--- src/rtl/vote_pkg.sv ---
// Shared types and constants for the ballot collector and the downstream voter blocks.
package vote_pkg;

  localparam int unsigned NUM_VOTERS = 5;
  localparam int unsigned BALLOT_W   = 3;
  localparam int unsigned ID_W       = 3;

  typedef enum logic [1:0] {
    IDLE,
    COLLECT,
    PRESENT
  } state_e;

  localparam logic [1:0] REJ_NONE = 2'b00;
  localparam logic [1:0] REJ_ID   = 2'b01;
  localparam logic [1:0] REJ_DUP  = 2'b10;
  localparam logic [1:0] REJ_FMT  = 2'b11;

endpackage

--- src/rtl/ballot_check.sv ---
// Combinational ballot validator: slot range, duplicate and one-hot format checks in priority order.
module ballot_check
  import vote_pkg::*;
(
  input  logic [ID_W-1:0]       id,
  input  logic [BALLOT_W-1:0]   ballot,
  input  logic [NUM_VOTERS-1:0] seen,
  output logic                  accept,
  output logic [1:0]            reject_code
);

  logic id_bad;
  logic dup;
  logic multi_hot;

  always_comb begin
    id_bad = (id == '0) || (id > ID_W'(NUM_VOTERS));
    dup    = 1'b0;
    for (int i = 0; i < NUM_VOTERS; i++) begin
      if (id == ID_W'(i + 1) && seen[i]) dup = 1'b1;
    end
    // Clearing the lowest set bit leaves something only if two or more bits were set.
    multi_hot = (ballot & (ballot - BALLOT_W'(1))) != '0;
  end

  always_comb begin
    accept      = 1'b0;
    reject_code = REJ_NONE;
    if (id_bad)         reject_code = REJ_ID;
    else if (dup)       reject_code = REJ_DUP;
    else if (multi_hot) reject_code = REJ_FMT;
    else                accept      = 1'b1;
  end

endmodule

--- src/rtl/ballot_box.sv ---
// Sequential ballot collector: gathers up to five one-hot ballots per round and holds them
// for the majority voter until acknowledged.
module ballot_box
  import vote_pkg::*;
(
  input  logic                clk,
  input  logic                rst,
  input  logic                start,
  input  logic                close,
  input  logic                ballot_valid,
  output logic                ballot_ready,
  input  logic [ID_W-1:0]     ballot_id,
  input  logic [BALLOT_W-1:0] ballot,
  output logic                reject,
  output logic [1:0]          reject_code,
  output logic [2:0]          count,
  output logic                out_valid,
  input  logic                out_ack,
  output logic [BALLOT_W-1:0] vote1,
  output logic [BALLOT_W-1:0] vote2,
  output logic [BALLOT_W-1:0] vote3,
  output logic [BALLOT_W-1:0] vote4,
  output logic [BALLOT_W-1:0] vote5
);

  state_e                state_q, state_d;
  logic [2:0]            count_q, count_d;
  logic [NUM_VOTERS-1:0] seen_q, seen_d;
  logic [BALLOT_W-1:0]   votes_q [NUM_VOTERS];
  logic [BALLOT_W-1:0]   votes_d [NUM_VOTERS];
  logic                  ready_q, ready_d;
  logic                  valid_q, valid_d;
  logic                  reject_q, reject_d;
  logic [1:0]            code_q, code_d;

  logic       hs;
  logic       chk_accept;
  logic [1:0] chk_code;

  ballot_check u_check (
    .id          (ballot_id),
    .ballot      (ballot),
    .seen        (seen_q),
    .accept      (chk_accept),
    .reject_code (chk_code)
  );

  assign hs = ballot_valid & ready_q;

  always_comb begin
    state_d  = state_q;
    count_d  = count_q;
    seen_d   = seen_q;
    votes_d  = votes_q;
    reject_d = 1'b0;
    code_d   = REJ_NONE;
    unique case (state_q)
      IDLE: begin
        if (start) begin
          for (int i = 0; i < NUM_VOTERS; i++) votes_d[i] = '0;
          count_d = '0;
          seen_d  = '0;
          state_d = COLLECT;
        end
      end
      COLLECT: begin
        if (hs) begin
          if (chk_accept) begin
            for (int i = 0; i < NUM_VOTERS; i++) begin
              if (ballot_id == ID_W'(i + 1)) begin
                votes_d[i] = ballot;
                seen_d[i]  = 1'b1;
              end
            end
            count_d = count_q + 3'd1;
          end else begin
            reject_d = 1'b1;
            code_d   = chk_code;
          end
        end
        // The handshake is folded in first so a ballot arriving with close is kept.
        if (close || count_d == 3'(NUM_VOTERS)) state_d = PRESENT;
      end
      PRESENT: begin
        if (out_ack) state_d = IDLE;
      end
      default: state_d = IDLE;
    endcase
    ready_d = (state_d == COLLECT);
    valid_d = (state_d == PRESENT);
  end

  always_ff @(posedge clk) begin
    if (rst) begin
      state_q  <= IDLE;
      count_q  <= '0;
      seen_q   <= '0;
      ready_q  <= 1'b0;
      valid_q  <= 1'b0;
      reject_q <= 1'b0;
      code_q   <= REJ_NONE;
      for (int i = 0; i < NUM_VOTERS; i++) votes_q[i] <= '0;
    end else begin
      state_q  <= state_d;
      count_q  <= count_d;
      seen_q   <= seen_d;
      ready_q  <= ready_d;
      valid_q  <= valid_d;
      reject_q <= reject_d;
      code_q   <= code_d;
      for (int i = 0; i < NUM_VOTERS; i++) votes_q[i] <= votes_d[i];
    end
  end

  assign ballot_ready = ready_q;
  assign out_valid    = valid_q;
  assign reject       = reject_q;
  assign reject_code  = code_q;
  assign count        = count_q;
  assign vote1        = votes_q[0];
  assign vote2        = votes_q[1];
  assign vote3        = votes_q[2];
  assign vote4        = votes_q[3];
  assign vote5        = votes_q[4];

endmodule

--- config.mk ---
export PLATFORM = sky130hd
export DESIGN_NAME = ballot_box
export DESIGN_NICKNAME = d
export VERILOG_FILES = /design/src/rtl/vote_pkg.sv /design/src/rtl/ballot_check.sv /design/src/rtl/ballot_box.sv
export SDC_FILE = /design/constraint.sdc
export NUM_CORES = 1
export LEC_CHECK = 0
export ABC_CLOCK_PERIOD_IN_PS = 2290
export BUFFER_PORTS_ARGS = -buffer_cell sky130_fd_sc_hd__buf_4
export CORE_MARGIN = 4
export CORE_UTILIZATION = 45
export CTS_CLUSTER_DIAMETER = 60
export DETAILED_ROUTE_END_ITERATION = 16
export PLACE_DENSITY = 0.79
export SYNTH_ARGS = -nofsm -noshare
export SYNTH_HDL_FRONTEND = slang
export SYNTH_SLANG_ARGS = --single-unit
--- constraint.sdc ---
create_clock -name clk -period 2.29 [get_ports clk]
set_input_delay 0.458 -clock clk [delete_from_list [all_inputs] [get_ports clk]]
set_output_delay 0.458 -clock clk [all_outputs]
set_load 0.01 [all_outputs]
# Yosys cells after proc, flatten, opt, wreduce, memory -nomap -nowiden
# Index checks and enable logic that the tools add are counted.
# op_classes
n_addsub	2
magnitude_cmp	1
n_eq_ne	18
n_mux	39
n_bitwise	4
reduce_logical	20
# ops
cell	n
15-bit two-way mux	3
15-bit case mux with 2 select lines	1
3-bit two-way mux	9
5-bit AND reduction	5
2-bit inequality test (second input constant)	8
1-bit two-way mux	15
5-bit two-way mux	3
2-bit two-way mux	5
5-bit case mux with 2 select lines	1
3-bit == test (second input constant)	3
3-bit by 2-bit == test with 1-bit output (second input constant)	2
2-bit case mux with 3 select lines	1
3-bit case mux with 2 select lines	1
1-bit logical AND	5
5-bit OR reduction	1
2-bit by 1-bit == test with 1-bit output (second input constant)	2
2-bit == test (second input constant)	2
4-bit OR reduction	1
3-bit by 1-bit adder with 3-bit output (second input constant)	1
3-bit AND	1
3-bit by 1-bit == test with 1-bit output (second input constant)	1
3-bit > comparator (second input constant)	1
3-bit logical NOT	1
3-bit nonzero test	1
8 further kinds	10
# totals
reg_bits	30
output_inout_bits	23
elab_cells	101

# Depth between registers and ports, before layout
# depth
depth_word	17
mapped_depth	8

# Hierarchy
# From an unflattened synthesis, not the netlist that was laid out.
# unflattened
cells_unflattened	133
area_unflattened_um2	1321.3
# modules_own_cells
module	instances	cells_per_inst	area_each_um2	seq_area_each_um2
ballot_box	1	115	1197.4	600.6
ballot_check	1	18	123.9	0.0

# Worst setup path before layout
# No wires, ideal clock.
# synth_timing
kind	input -> register
start	in ballot_id[1]
end	reg votes_q, in the netlist vote5[0]
t_arrival_ps	2054
setup_slack_ps	119
cell_stages	8
path_cell_list	buf_2 > nor2b_1 > a221o_1 > a2111oi_4 > buf_6 > and3_1 > nor2_1 > a32o_1
# synth_via
elab_chain_cells	11
word_cells_on_any_way	23
classes_between	order compare (1); eq/ne (7); mux (7); reduce/logical (8)
# synth_rtl
element	line	rtl
from (decl)	ballot_box.sv:12	input logic [ID_W-1:0] ballot_id,
3-bit by 1-bit == test with 1-bit output	ballot_check.sv:20	if (id == ID_W'(i + 1) && seen[i]) dup = 1'b1;
1-bit logical AND	ballot_check.sv:20	
1-bit two-way mux (5 in a row)	ballot_check.sv:20	
1-bit two-way mux	ballot_check.sv:30	else if (dup) reject_code = REJ_DUP;
1-bit two-way mux	ballot_check.sv:29	if (id_bad) reject_code = REJ_ID;
2-bit inequality test (no line)	-	
5-bit AND reduction (no line) (*)	-	
to (decl)	ballot_box.sv:29	logic [BALLOT_W-1:0] votes_q [NUM_VOTERS];
# Mark *: on every way between the ends. The rest lies on a longest branch, timed or not.
# A chain may end at the register's enable or synchronous reset.

# Final worst setup path
# layout_timing
start	in ballot_id[2]
end	reg votes_q, in the netlist vote4[1]
# The elaborated chain is that of the path after synthesis.

==> out/metrics.csv <==
stage,metric,value,unit
run_status,status,"finished, final reports clean",
cts,Num CTS Buffers,5,
cts,root buf cell,clkbuf_4,
cells_and_area,Reg area,600.6,um2
place,Port Buffers,34,
sta,fin crit period,1920,ps
sta,Rel. slew slack,60.99,%
worst_setup_path,critical path class,input port to flop,
synth,syn_nets,139,
route,DR WL met3,279,um
route,DR vias,1215,
synth,number of enable flip-flop cells after synthesis,0,
worst_setup_path,most frequent CP cell,buf_4,
cells_and_area,Post-Layout Cell Count,202,
pwr,total design power,1.045,mW
pwr,maximum vdd drop,0.4315,mV
die,die height,61.41,um
place,# placed instances,194,
route,met1 wire length,1221,um
sta,fin worst setup slack,370.0,ps
route,DRC viols,0,
cts,# hold bufs at CTS,0,
synth,Synth area leaders,"dfxtp_1, a32o_1, nor2_1",
global_route,GRT Util Overall,17.59,%
synth,"Seq/Total Area, Yosys",46.78,%
flow_run,max_cap viols,0,
cts,H-tree depth reported by CTS,2,
cells_and_area,Syn-to-layout area delta,30.90,%
min_path,Worst Hold End,count[2],
cts,# clock sinks,30,
die,total die area,0.003771,mm2
cts,post-CTS sizing,0,
sta,clk_skew,6.350,ps
cts,clock tree from TritonCTS,yes,
pwr,combinational fraction of design power,11.8,%
cts,Skew-Pair Late Insertion Delay,330,ps
synth,YS warnings,0,
place,area of placed instances,0.001602,mm2
min_path,hold path depth,2,
route,Initial DRC Count,46,
route,total wire length,3025,um
cts,"CTS clk-pin slew, worst paths",90,ps
pwr,internal power,789.3,uW
sta,share of the clock period used by the worst path,83.84,%
cells_and_area,area of the multi-input gates,635.6,um2
synth,Syn Std Cell Area,0.001284,mm2
place,placed wire-length estimate,2318,um
sta,worst-margin pin slew,584.7,ps
sta,setup TNS,0,ps
sta,Peak Freq,520.8,MHz
route,drt wl/cell,14.98,um
route,total iterations of the first detailed-routing run,4,
route,met2 wire len,1456,um
pwr,Reg power frac,51.2,%
global_route,first-pass GRT wire length,4816,um
cells_and_area,# diodes,0,
worst_setup_path,critical path endpoint category,flop,
synth,Yosys top cell by area,dfxtp_1,
cells_and_area,fin util,61.46,%
synth,top_reg_cell synth,dfxtp_1,
worst_setup_path,crit path DAT,2190,ps
worst_setup_path,Reg2Reg Launch Point,seen_q[4],
die,Initial Util,46.96,%
worst_setup_path,Reg-to-Reg End,vote4[1],
die,FP Rows,19,
worst_setup_path,CP startpoint kind,input port,
global_route,grt ovf,0,
worst_setup_path,crit-path max FO,15,
die,# IOs,35,
worst_setup_path,Critical-path top delay cell,a221o_1,
sta,final hold viol count,0,
worst_setup_path,r2r worst-path depth,6,
synth,Synth top area share,46.78,%
synth,Netlist cell types,38,
min_path,HP Start,rst,
sta,RSZ-0062 raised after global routing,no,
min_path,Hold Crit Class,input port to flop,
worst_setup_path,crit-path cells,"buf_4, nor2b_4, a221o_1, a2111oi_4, buf_4, o21bai_2, a32o_1",
route,"antenna viol nets, final",0,
worst_setup_path,Required @ worst endpoint,2560,ps
synth,Mapped Cells,126,
cells_and_area,final net count,183,
global_route,vias in the first global route,1127,
route,top sig layer,met4,
cells_and_area,layout cell share with drive strength beyond 1,33.33,%
cts,CTS Buffer Depth,2,
die,Die X,61.41,um
pwr,Net Switching,255.7,uW
synth,Syn Area/Cell,10.19,um2
sta,# setup viols final,0,
global_route,initial antenna violation count,0,
route,vias per inst,6.015,
cells_and_area,fillers,240,
pwr,Power Dens Cells,621.9,mW/mm2
pwr,switching part of the total power,24.47,%
synth,"FF+latch count, synth",30,
cells_and_area,final instance area,0.001680,mm2
place,Placer Congestion,0.9249,
die,Core ar.,0.002734,mm2
cts,# Post-CTS Setup Buffers,0,
worst_setup_path,CP peak stage delay,390,ps
sta,Max Slew Vio Count,0,
place,pre-CTS setup slack,43.05,ps
worst_setup_path,"setup slack, reg-to-reg",420,ps
pwr,P_leak,0.7081,nW
pwr,Clk pwr share,37.0,%
global_route,pin count of the biggest net entering global routing,16,
synth,Synth async-reset ratio,0,%
sta,worst hold margin,323.7,ps
-- worst max-delay path by stage --
stage / start / to / slack [ps] / cells after the start
2_1_floorplan: ballot_id[1] / vote5[0] / 120 / 8
3_3_place_gp: ballot_id[1] / vote1[0] / 90 / 7
3_5_place_dp: ballot_id[2] / vote4[0] / 40 / 7
4_1_cts: ballot_id[2] / vote4[0] / 390 / 7
5_1_grt: ballot_id[1] / vote3[2] / 280 / 7
6_report: ballot_id[2] / vote4[1] / 370 / 7
-- cell type report --
type                       count  share of cell area, %
clock buffer                   8                  4.691
inverter                       1                 0.2234
multi-input combinational     89                  37.83
sequential                    30                  35.74
tap                           31                  2.308
timing repair buffer          43                  19.21
-- cells in the final DEF, fill, tap and decap left out, types with 3 or more instances in the layout --
master,n
a21oi_1,4
a31oi_1,7
a32o_1,16
and3_1,3
buf_4,43
clkbuf_4,5
clkbuf_8,3
dfxtp_1,30
nand2_1,7
nand2b_1,3
nand3_1,4
nor2_1,15
nor3_1,4
-- layer usage --
metal,up-vias,track usage [%]
li1,586,-
met1,578,19.23
met2,44,29.00
met3,7,7.547
met4,0,9.091
met5,-,0
-- sequential cells by signal, summed over array words and instances (netlist names) --
name,cells
seen_q,5
count,3
vote1,3
vote2,3
vote3,3
vote4,3
vote5,3
reject_code,2
state_q,2
ballot_ready,1
out_valid,1
reject,1
-- logic make-up after synthesis --
group	Yosys count	share of synthesized area [%]
simple gates	44	17.35
compound gates	41	28.95
flops	30	46.78
buf+inv	7	3.703
fa+ha+maj	2	1.754
xor+xnor	1	0.6824
mux	1	0.7798
-- power groups by stage --
stage | Combinational (mW) | Sequential, mW | Clock (mW)
floorplan | 0.0705 | 0.548 | 0
global placement | 0.119 | 0.546 | 0
detailed placement | 0.123 | 0.547 | 0
CTS | 0.123 | 0.535 | 0.403
global route | 0.134 | 0.536 | 0.429
finish | 0.124 | 0.535 | 0.387
-- cells in the mapped netlist (2+ instances only) --
master    instances
dfxtp_1          30
a32o_1           16
nor2_1           15
a31oi_1           7
nand2_1           7
a21oi_1           4
nand3_1           4
nor3_1            4
and3_1            3
nand2b_1          3
a21o_1            2
buf_2             2
buf_6             2
o32ai_1           2
or3_1             2
-- worst max-delay path, delay by kind of cell --
kind	cells	cell delay, ps
buffers and inverters	2	360
AOI/OAI and AO/OA	4	1250
and+or+nand+nor	1	130
Note: power is estimated with default switching activity, not from simulation.
